===== config.mk =====
export PLATFORM = sky130hd
export DESIGN_NAME = line_burst_adapter_flat
export DESIGN_NICKNAME = d
export VERILOG_FILES = /design/src/rtl/line_burst_if.sv /design/src/rtl/line_burst_adapter.sv /design/src/flat_wrapper.sv
export SDC_FILE = /design/constraint.sdc
export NUM_CORES = 1
export LEC_CHECK = 0
export ABC_AREA = 1
export CORE_AREA = 2 2 279 281
export CTS_CLUSTER_SIZE = 40
export DETAILED_ROUTE_END_ITERATION = 7
export DIE_AREA = 0 0 281 283
export GPL_TIMING_DRIVEN = 1
export PLACE_DENSITY_LB_ADDON = 0.05
export SKIP_CTS_REPAIR_TIMING = 1
export SLEW_MARGIN = 20
export SYNTH_ARGS = -nofsm -noshare
export SYNTH_HDL_FRONTEND = slang
export SYNTH_SLANG_ARGS = --single-unit

===== constraint.sdc =====
create_clock -name clk -period 28.2 [get_ports clk]
set_clock_uncertainty 0.1 [all_clocks]
set_input_delay 7.05 -clock clk [delete_from_list [all_inputs] [get_ports clk]]
set_output_delay 7.05 -clock clk [all_outputs]
set_load 0.01 [all_outputs]

===== src/rtl/line_burst_if.sv =====
// ----------------------------------------------------------------------------
// line_burst_if
// Groups the two buses that meet at the line/burst adapter:
//   pmem_*  : cache-side line interface (one full line per transaction)
//   burst_* : memory-side burst interface (one beat per accepted burst_resp)
//
// Modports
//   slave  : the adapter. It responds on pmem_* and drives requests on burst_*.
//   master : the environment, meaning the cache plus the memory. It drives
//            pmem_* requests and burst_* responses.
//
// Parameters
//   s_line : line width in bits
//   s_beat : beat width in bits
// ----------------------------------------------------------------------------
interface line_burst_if #(
  parameter int s_line = 256,
  parameter int s_beat = 64
);

  // cache side
  logic              pmem_read;
  logic              pmem_write;
  logic [31:0]       pmem_address;
  logic [s_line-1:0] pmem_wdata;
  logic [s_line-1:0] pmem_rdata;
  logic              pmem_resp;

  // memory side
  logic              burst_read;
  logic              burst_write;
  logic [31:0]       burst_address;
  logic [s_beat-1:0] burst_wdata;
  logic [s_beat-1:0] burst_rdata;
  logic              burst_resp;

  modport slave (
    input  pmem_read,
    input  pmem_write,
    input  pmem_address,
    input  pmem_wdata,
    output pmem_rdata,
    output pmem_resp,
    output burst_read,
    output burst_write,
    output burst_address,
    output burst_wdata,
    input  burst_rdata,
    input  burst_resp
  );

  modport master (
    output pmem_read,
    output pmem_write,
    output pmem_address,
    output pmem_wdata,
    input  pmem_rdata,
    input  pmem_resp,
    input  burst_read,
    input  burst_write,
    input  burst_address,
    input  burst_wdata,
    output burst_rdata,
    output burst_resp
  );

endinterface


===== src/rtl/line_burst_adapter.sv =====
// ----------------------------------------------------------------------------
// line_burst_adapter
// Serves the cache's line-wide pmem_* requests by splitting each line into a
// burst of s_line/s_beat beats on the memory side. Only one transaction is
// ever in flight. A write takes priority over a read requested in the same
// cycle, and the read is picked up on a later IDLE cycle.
//
// Ports
//   clk : single clock. All state changes on the rising edge.
//   rst : asynchronous, active-high reset. It abandons any burst in progress.
//   bus : line_burst_if.slave
//         pmem_read / pmem_write  : line requests, sampled only in IDLE
//         pmem_address            : line address, low s_offset bits ignored
//         pmem_wdata / pmem_rdata : line to write / last line read
//         pmem_resp               : one-cycle completion pulse
//         burst_read / write      : high for the whole burst
//         burst_address           : line-aligned address of the burst
//         burst_wdata             : write beat selected by the beat counter
//         burst_rdata             : read beat from memory
//         burst_resp              : beat accepted (write) or beat valid (read)
//
// Parameters
//   s_offset : log2 of line size in bytes
//   s_line   : line width in bits
//   s_beat   : beat width in bits
// ----------------------------------------------------------------------------
module line_burst_adapter #(
  parameter int s_offset = 5,
  parameter int s_line   = 256,
  parameter int s_beat   = 64
) (
  input  logic         clk,
  input  logic         rst,
  line_burst_if.slave  bus
);

  localparam int beats = s_line / s_beat;
  localparam int kw    = (beats > 1) ? $clog2(beats) : 1;

  localparam logic [kw-1:0] last_beat  = kw'(beats - 1);
  // Masking, rather than slicing off the low bits, keeps every address bit
  // in use.
  localparam logic [31:0]   align_mask = ~((32'd1 << s_offset) - 32'd1);

  typedef enum logic [1:0] {
    IDLE,
    RBURST,
    WBURST,
    RESP
  } state_t;

  state_t            state_q, state_d;
  logic [kw-1:0]     k_q, k_d;
  logic [31:0]       addr_q, addr_d;
  logic [s_line-1:0] wdata_q, wdata_d;
  logic [s_line-1:0] line_q, line_d;

  // --------------------------------------------------------------------------
  // Next-state logic
  // --------------------------------------------------------------------------
  always_comb begin
    // NOTE: every signal driven here is given its hold value first. A path
    // that does not assign a signal would otherwise infer a latch.
    state_d = state_q;
    k_d     = k_q;
    addr_d  = addr_q;
    wdata_d = wdata_q;
    line_d  = line_q;

    unique case (state_q)
      IDLE: begin
        // Write wins when both requests are present. burst_resp is ignored.
        if (bus.pmem_write) begin
          addr_d  = bus.pmem_address & align_mask;
          wdata_d = bus.pmem_wdata;
          k_d     = '0;
          state_d = WBURST;
        end else if (bus.pmem_read) begin
          addr_d  = bus.pmem_address & align_mask;
          k_d     = '0;
          state_d = RBURST;
        end
      end

      RBURST: begin
        if (bus.burst_resp) begin
          line_d[int'(k_q)*s_beat +: s_beat] = bus.burst_rdata;
          if (k_q == last_beat) state_d = RESP;
          else                  k_d     = k_q + 1'b1;
        end
      end

      WBURST: begin
        if (bus.burst_resp) begin
          if (k_q == last_beat) state_d = RESP;
          else                  k_d     = k_q + 1'b1;
        end
      end

      RESP: begin
        state_d = IDLE;
      end

      default: state_d = IDLE;
    endcase
  end

  // --------------------------------------------------------------------------
  // State registers
  // --------------------------------------------------------------------------
  always_ff @(posedge clk or posedge rst) begin
    if (rst) begin
      state_q <= IDLE;
      k_q     <= '0;
      addr_q  <= '0;
      wdata_q <= '0;
      // NOTE: the line buffer is a plain register, not a RAM, so clearing it
      // is cheap. Clearing it also makes pmem_rdata read zero straight out of
      // reset.
      line_q  <= '0;
    end else begin
      // NOTE: non-blocking assignments. Every flop samples its _d value from
      // before this edge, whatever order the statements are written in.
      state_q <= state_d;
      k_q     <= k_d;
      addr_q  <= addr_d;
      wdata_q <= wdata_d;
      line_q  <= line_d;
    end
  end

  // --------------------------------------------------------------------------
  // Outputs. They are decoded straight from registers, so an async reset
  // clears them with no clock edge needed.
  // --------------------------------------------------------------------------
  assign bus.burst_read    = (state_q == RBURST);
  assign bus.burst_write   = (state_q == WBURST);
  assign bus.pmem_resp     = (state_q == RESP);
  assign bus.burst_address = addr_q;
  assign bus.burst_wdata   = wdata_q[int'(k_q)*s_beat +: s_beat];
  assign bus.pmem_rdata    = line_q;

endmodule


===== src/flat_wrapper.sv =====
// flat-port wrapper written by rule: the top's interface ports become plain ports
module line_burst_adapter_flat 
#(
  parameter int s_offset = 5,
  parameter int s_line   = 256,
  parameter int s_beat   = 64
)
  (clk, rst, bus_pmem_read, bus_pmem_write, bus_pmem_address, bus_pmem_wdata, bus_pmem_rdata, bus_pmem_resp, bus_burst_read, bus_burst_write, bus_burst_address, bus_burst_wdata, bus_burst_rdata, bus_burst_resp);
  line_burst_if #(.s_line(s_line), .s_beat(s_beat)) bus_i ();
  input  logic clk;
  input  logic rst;
  input wire logic [$bits(bus_i.pmem_read)-1:0] bus_pmem_read;
  input wire logic [$bits(bus_i.pmem_write)-1:0] bus_pmem_write;
  input wire logic [$bits(bus_i.pmem_address)-1:0] bus_pmem_address;
  input wire logic [$bits(bus_i.pmem_wdata)-1:0] bus_pmem_wdata;
  output wire logic [$bits(bus_i.pmem_rdata)-1:0] bus_pmem_rdata;
  output wire logic [$bits(bus_i.pmem_resp)-1:0] bus_pmem_resp;
  output wire logic [$bits(bus_i.burst_read)-1:0] bus_burst_read;
  output wire logic [$bits(bus_i.burst_write)-1:0] bus_burst_write;
  output wire logic [$bits(bus_i.burst_address)-1:0] bus_burst_address;
  output wire logic [$bits(bus_i.burst_wdata)-1:0] bus_burst_wdata;
  input wire logic [$bits(bus_i.burst_rdata)-1:0] bus_burst_rdata;
  input wire logic [$bits(bus_i.burst_resp)-1:0] bus_burst_resp;
  assign bus_i.pmem_read = bus_pmem_read;
  assign bus_i.pmem_write = bus_pmem_write;
  assign bus_i.pmem_address = bus_pmem_address;
  assign bus_i.pmem_wdata = bus_pmem_wdata;
  assign bus_pmem_rdata = bus_i.pmem_rdata;
  assign bus_pmem_resp = bus_i.pmem_resp;
  assign bus_burst_read = bus_i.burst_read;
  assign bus_burst_write = bus_i.burst_write;
  assign bus_burst_address = bus_i.burst_address;
  assign bus_burst_wdata = bus_i.burst_wdata;
  assign bus_i.burst_rdata = bus_burst_rdata;
  assign bus_i.burst_resp = bus_burst_resp;
  line_burst_adapter #(.s_offset(s_offset), .s_line(s_line), .s_beat(s_beat)) u_core (.clk(clk), .rst(rst), .bus(bus_i));
endmodule

# Yosys cells after proc, flatten, opt, wreduce, memory -nomap -nowiden
# Index checks and enable logic that the tools add are counted.
# word_totals
register_bits	548
output_inout_bits	355
wordCells	40
# classes
n_addsub	2
n_eq_ne	8
shift	3
mux	13
n_reduce_logical	9
# op_table
operator	n
bitwise mux 256 bit	1
variable shift 64 x 33 -> 256 bit, first input constant	1
indexed part select 256 x 9 -> 64 bit	1
indexed part select 64 x 33 -> 256 bit	1
two-way mux 32 bit	2
negator 8 -> 33 bit	1
two-way mux 2 bit	8
equality test 2 bit, second input constant	3
case mux 2 bit (3 select lines)	1
AND reduction 2 bit	3
!= test 2 x 1 -> 1 bit, second input constant	2
case mux 2 bit (2 select lines)	1
AND reduction 4 bit	1
nonzero test 2 bit	2
!= test 3 bit, second input constant	1
AND reduction 3 bit	1
adder 2 x 1 -> 2 bit, second input constant	1
equality test 2 x 1 -> 1 bit, second input constant	1
logical NOT 2 bit	1
!= test 2 bit, second input constant	1
OR reduction 2 bit	1

# Depth between registers and ports, before layout
# Gate-level depths: netlist of run 1.
# logic_depth
ltp_word	4
depth_mapped	10
depth_no_buf	8

# Worst setup path after synthesis of run 1
# OpenSTA, ideal clock, no wires.
# synth_timing
path_kind	flip-flop to output port
startpoint	reg u_core.k_q[1]
endpoint	out bus_burst_wdata[55]
arrival_ps	1219
required_time_ps	21050
slack_ps	19831
path_stages_with_launch	6
n_path_buf	2
cell_sequence	dfrtp_1 -> inv_1 -> buf_2 -> clkbuf_1 -> o21ai_0 -> o22ai_1
# synth_via
elab_chain_cells	1
# synth_rtl
item	line_no	rtl
from (decl)	line_burst_adapter.sv:53	logic [kw-1:0] k_q, k_d;
from (signal assigned)	line_burst_adapter.sv:125	k_q <= k_d;
indexed part select 256 x 9 -> 64 bit	line_burst_adapter.sv:140	assign bus.burst_wdata = wdata_q[int'(k_q)*s_beat +: s_beat];
to (decl)	flat_wrapper.sv:21	output wire logic [$bits(bus_i.burst_wdata)-1:0] bus_burst_wdata;
# No other way between the ends.

# Worst setup path in the final report of run 1
# layout_timing
startpoint	reg u_core.k_q[0]
endpoint	out bus_burst_wdata[29]
# The elaborated chain is that of the path after synthesis.

==> reports/qor.yml, run 1 <==
status: "finished, final reports clean"
vias: 21430
port-buffer-count: 701
clkTransAtPathRegs_ns: 0.05
rsz0062_at_grt: "false"
root_buffer: "clkbuf_16"
syn_inst: 2706
path_class: "register to output port"
critPathLaunchType: "register"
wl_per_cell_um: 21.31
coreArea_mm2: 0.07670
clock_path_buffers: 3
slew_viol_final: 0
slew_headroom_pct: 23.13
arrival_ns: 3.85
antenna_left: 0
p_leak_nw: 15.37
fp.dieW_um: 281
final_util_pct: 43.24
worst-path-max-fanout: 80
cts_tree: "yes"
h-tree-depth: 3
cts_buffers: 66
fin_setup_tns_ns: 0
worstSkewPairLatency_ns: 0.58
ys_types: 26
drt_first_pass_iters: 5
yosysTopAreaCellShare_pct: 57.72
synth_enable_flop_cells: 0
fin_crit_sh_pct: 39.00
grt_pass1_wl_mm: 139.8
track_usage_pct: 23.01
critical_path.endpoint_type: "output port"
dp.cells: 4254
initial_core_util_pct: 30.69
avgSynthCellArea_um2: 8.700
synth_top_cell_by_area: "dfrtp_1"
areaGrowthSynthToFinish_pct: 40.88
grt_pass1_vias: 21690
cap_violations: 0
grt_start_max_net_pins: 215
row_count: 102
tightest_slew_ns: 1.153
finalHoldViolCount: 0
syn_area_mm2: 0.02354
async_flop_share_pct: 100.0
synth.area.top_cells: "dfrtp_1 58%, nand2_1 12%, o21ai_0 8.1%"
drc: 0
via_per_inst: 4.877
die_h_um: 283
hp-class: "register to register"
finalNetCount: 3649
finalNonFillerCells: 4394
power.density_mw_per_mm2: 97.74
ys_seq_area_share_pct: 57.72
vdd_drop_max_mv: 0.09059
finalWirelength_mm: 93.65
globalplace.congestion: 0.8326
grt-ovfl-total: 0
io_pins: 712
critPathRequiredTime_ns: 21.05
timing.final.setup_violations: 0
drive_gt1_share_pct: 4.535
n_fill_cell: 7595
fmax_ghz: 0.09093
cts.sinks: 543
min_period_ns: 11.00
antenna_found_initial: 46
synth-seq-cells: 543
dp_hpwl_mm: 61.29
dieArea_mm2: 0.07952
synth_flop_cell: "dfrtp_1"
drt_iter0_markers: 1392
synth_commonest_cells: "751 x nand2_1, 543 x dfrtp_1, 379 x o21ai_0"
ys_warn_count: 0
yosysMostFrequentCell: "nand2_1"
final timing paths:
| check | startpoint | endpoint | slack, ns | cells past startpoint |
|---|---|---|---|---|
| setup / recovery | u_core.k_q[0] | bus_burst_wdata[29] | 17.20 | 5 |
| hold / removal | u_core.wdata_q[84] | u_core.wdata_q[84] | 0.36 | 2 |
| setup reg to reg | u_core.k_q[0] | u_core.bus.pmem_rdata[201] | 24.04 | 7 |
| hold reg to reg | u_core.wdata_q[84] | u_core.wdata_q[84] | 0.36 | 2 |
| max in group asynchronous | rst | u_core.wdata_q[229] | 18.16 | 5 |
| min in group asynchronous | rst | u_core.bus.pmem_rdata[133] | 6.91 | 2 |
worst max-delay path, cell delays in order, from the launching register on:
cell	delay [ns]
dfrtp_4	0.75
inv_4	0.56
buf_4	0.81
o21ai_0	0.16
o22ai_1	0.26
clkdlybuf4s50_1	0.60
cell type report:
class | instances | area, um^2 | share of cell area, %
repair buffers | 728 | 7263 | 21.90
flip-flops and latches | 543 | 13590 | 40.99
clock inverters | 17 | 217.7 | 0.6565
inverters | 107 | 412.9 | 1.245
clock buffers | 98 | 1968 | 5.935
multi-input cells | 1837 | 8348 | 25.17
diodes | 24 | 60.06 | 0.1811
well taps | 1040 | 1301 | 3.924
sequential cells by signal, indices dropped and copies added (netlist names):
| register | cells |
|---|---|
| u_core.bus.burst_address | 27 |
| u_core.bus.pmem_rdata | 256 |
| u_core.k_q | 2 |
| u_core.state_q | 2 |
| u_core.wdata_q | 256 |
layer usage:
| metal | part of all wire (%) | global-route usage (%) | up-vias | wire length (um) |
|---|---|---|---|---|
| li1 | - | - | 10130 | - |
| met1 | 41 | 28.02 | 10450 | 38030 |
| met2 | 48 | 37.54 | 630 | 44830 |
| met3 | 7.9 | 7.372 | 179 | 7363 |
| met4 | 3.4 | 9.332 | 40 | 3161 |
| met5 | 0.28 | 0 | - | 263 |
cells by family (layout without fill, tap and decap cells):
kind of cell / Yosys count / count (layout) / share of synthesized area, %
simple gates: 1219 / 1219 / 21.50
buf+inv: 330 / 950 / 6.989
flops: 543 / 543 / 57.72
other cells: 1 / 29 / 0.01593
compound gates: 604 / 604 / 13.29
fa+ha+maj: 9 / 9 / 0.4784
cell usage in the layout (no fill, tap or decap), types with 4 or more instances in the layout:
cell and count:
dfrtp_1 541, ha_1 8, clkinv_2 11, o21ai_1 156, clkbuf_1 18, nand2_1 750, clkbuf_8 10, clkdlybuf4s50_1 700
inv_2 5, clkbuf_16 71, o21ai_2 4, nand4_1 4, o21ai_0 379, nand3_1 322, inv_1 99, conb_1 5
o22ai_1 64, nor2_1 133, diode_2 24, bufinv_16 5, buf_4 23
where the power goes:
group	switching (W)	total [W]	leakage [nW]	internal, W
combinational	0.000735	0.00122	7.20	0.000484
clock	0.000341	0.000869	1.08	0.000528
sequential	0.000135	0.00115	7.09	0.00102
total	0.00121	0.00324	15.4	0.00203
through the flow:
step / hold slack, ns / total power (W) / worst slack [ns] / instance area [um^2]
after global placement: 0.3495 / 0.002378 / 17.41 / 30880
after floorplan: 0.3367 / 0.001823 / 5.871 / 23560
final: 0.3613 / 0.003241 / 17.20 / 33160
after detailed placement: 0.3529 / 0.002394 / 17.34 / 30880
after CTS: 0.3664 / 0.003282 / 17.10 / 33070
after global routing: 0.3784 / 0.003459 / 16.97 / 33150
Note: power is estimated with default switching activity, not from simulation.
==> inputs of run 2 (changes only) <==
Clock period 28.2 ns to 9.27 ns, I/O delays scaled along.
==> reports/qor.yml, run 2 (same netlist as run 1, synthesis figures left out) <==
status: "finished, final reports clean"
coreArea_mm2: 0.07670  # unchanged
power_w: 0.009771  # +200%
worstSkewPairLatency_ns: 0.59  # about the same
drive_gt1_share_pct: 4.529  # -0.0054 points
io_pins: 712  # unchanged
p_comb_share_pct: 37.6  # about the same
dieArea_mm2: 0.07952  # unchanged
timing.final.setup_violations: 0  # unchanged
grt_start_max_net_pins: 220  # +2.3%
fmax_ghz: 0.1562
drt_iter0_markers: 1463  # +5.1%
r2r_start: "u_core.k_q[0]"
finalHoldViolCount: 0  # unchanged
p_sw_share_pct: 37.64  # +0.27 points
final_common_cell: "nand2_1"
root_buffer: "clkbuf_16"
initial_core_util_pct: 30.69  # unchanged
cts_buffers: 67  # +1.5%
p_leak_nw: 15.36  # about the same
tightest_slew_ns: 1.186  # +0.03279 ns
internal_power_w: 0.006093  # +200%
cts.sinks: 543  # unchanged
grt_pass1_wl_mm: 139.6  # -0.11%
cts_tree: "yes"
h-tree-depth: 3  # unchanged
n_fill_cell: 7558  # -0.49%
rsz0062_at_grt: "false"
place_area_mm2: 0.03092  # +0.11%
mostFrequentLayoutCells: "750 x nand2_1, 700 x clkdlybuf4s50_1, 541 x dfrtp_1"
seq_area_mm2: 0.01359  # unchanged
reg2reg_to: "u_core.bus.pmem_rdata[249]"
worst-path-max-fanout: 80  # unchanged
hold_depth: 2  # unchanged
globalplace.congestion: 0.8538  # +2.5%
ff2ff_setup_slack_ns: 4.76  # -19.28 ns
slew_viol_final: 0  # unchanged
antenna_left: 0  # unchanged
row_count: 102  # unchanged
critPathRequiredTime_ns: 6.85  # -14.20 ns
vias: 21380  # -0.25%
fin_area_mm2: 0.03314  # about the same
arrival_ns: 3.98  # +0.13 ns
min_period_ns: 6.402
fin_crit_sh_pct: 69.06
wl_per_cell_um: 21.04  # -1.3%
hold_start: "u_core.wdata_q[144]"
r2r.worst_path.cells: 6  # -1
met1_length_mm: 36.79  # -3.3%
critPathLaunchType: "register"
grt-ovfl-total: 0  # unchanged
dp.cells: 4254  # unchanged
final_util_pct: 43.21  # about the same
multi_input_area_mm2: 0.008348  # unchanged
slew_headroom_pct: 20.95  # -2.2 points
top_layer_used: "met5"
drt_first_pass_iters: 5  # unchanged
clock_path_buffers: 3  # unchanged
p_sw_w: 0.003677  # +200%
fp.dieW_um: 281  # unchanged
grt_pass1_vias: 21610  # -0.36%
route.met3.wl_mm: 7.776  # +5.6%
path_class: "register to output port"
critical_path.endpoint_type: "output port"
finalNetCount: 3651  # +0.055%
pwr-share-clk_pct: 26.2  # -0.6 points
vdd_drop_max_mv: 0.2762  # +200%
finalNonFillerCells: 4387  # -0.16%
seqPwrFrac_pct: 36.2  # +0.6 points
port-buffer-count: 701  # unchanged
finalWirelength_mm: 92.29  # -1.5%
drc: 0  # unchanged
areaGrowthSynthToFinish_pct: 40.79  # about the same
min_to: "u_core.wdata_q[144]"
clkTransAtPathRegs_ns: 0.05  # about the same
power.density_mw_per_mm2: 294.8  # +200%
dp_hpwl_mm: 60.93  # -0.59%
antenna_found_initial: 38  # -17%
met2WireLength_mm: 44.99  # +0.36%
cap_violations: 0  # unchanged
via_per_inst: 4.872  # about the same
track_usage_pct: 22.93  # -0.082 points
die_h_um: 283  # unchanged
hp-class: "register to register"
-- run 2: power groups by stage --
stage / Combinational (W) / Sequential, W / Clock [W]
final: 0.00367 / 0.00353 / 0.00256
after global routing: 0.00407 / 0.00363 / 0.00274
after CTS: 0.00373 / 0.00353 / 0.00264
after detailed placement: 0.00371 / 0.00356 / 0
after global placement: 0.00368 / 0.00354 / 0
after floorplan: 0.00203 / 0.00352 / 0
-- run 2: metrics by stage --
stage	hold WS, ns	setup WS, ns	setup TNS [ns]
after detailed placement	0.3529	3.343	0
after floorplan	0.3367	-0.5334	-289.66
after global placement	0.3493	3.330	0
after global routing	0.3811	2.584	0
after CTS	0.3672	2.683	0
final	0.3625	2.868	0
-- run 2: how the worst max path moves through the flow --
stage	start	end	slack, ns	cells after the start
after global routing	u_core.k_q[0]	bus_burst_wdata[27]	2.58	5
final	u_core.k_q[0]	bus_burst_wdata[27]	2.87	5
after floorplan	rst	u_core.bus.burst_address[10]	-0.53	1
after CTS	u_core.k_q[0]	bus_burst_wdata[27]	2.68	5
after detailed placement	u_core.k_q[0]	bus_burst_wdata[27]	3.34	5
after global placement	u_core.k_q[0]	bus_burst_wdata[27]	3.33	5
-- run 2: critical path: stages, from the launching register on --
cell and delay, ns:
dfrtp_4 0.84, inv_4 0.63, buf_4 0.79, o21ai_0 0.16
o22ai_1 0.28, clkdlybuf4s50_1 0.64
-- run 2: area by class of cell --
| cell class | count | area share (%) |
|---|---|---|
| clock buffers | 108 | 6.199 |
| well taps | 1040 | 3.926 |
| diodes | 13 | 0.09815 |
| clock inverters | 10 | 0.2718 |
| multi-input cells | 1837 | 25.19 |
| repair buffers | 729 | 22.08 |
| flip-flops and latches | 543 | 41.01 |
| inverters | 107 | 1.231 |
-- run 2: routing by layer --
layer,global-route usage (%),up-vias
li1,-,10100
met1,27.53,10440
met2,38.61,624
met3,7.760,163
met4,7.005,50
met5,0,-
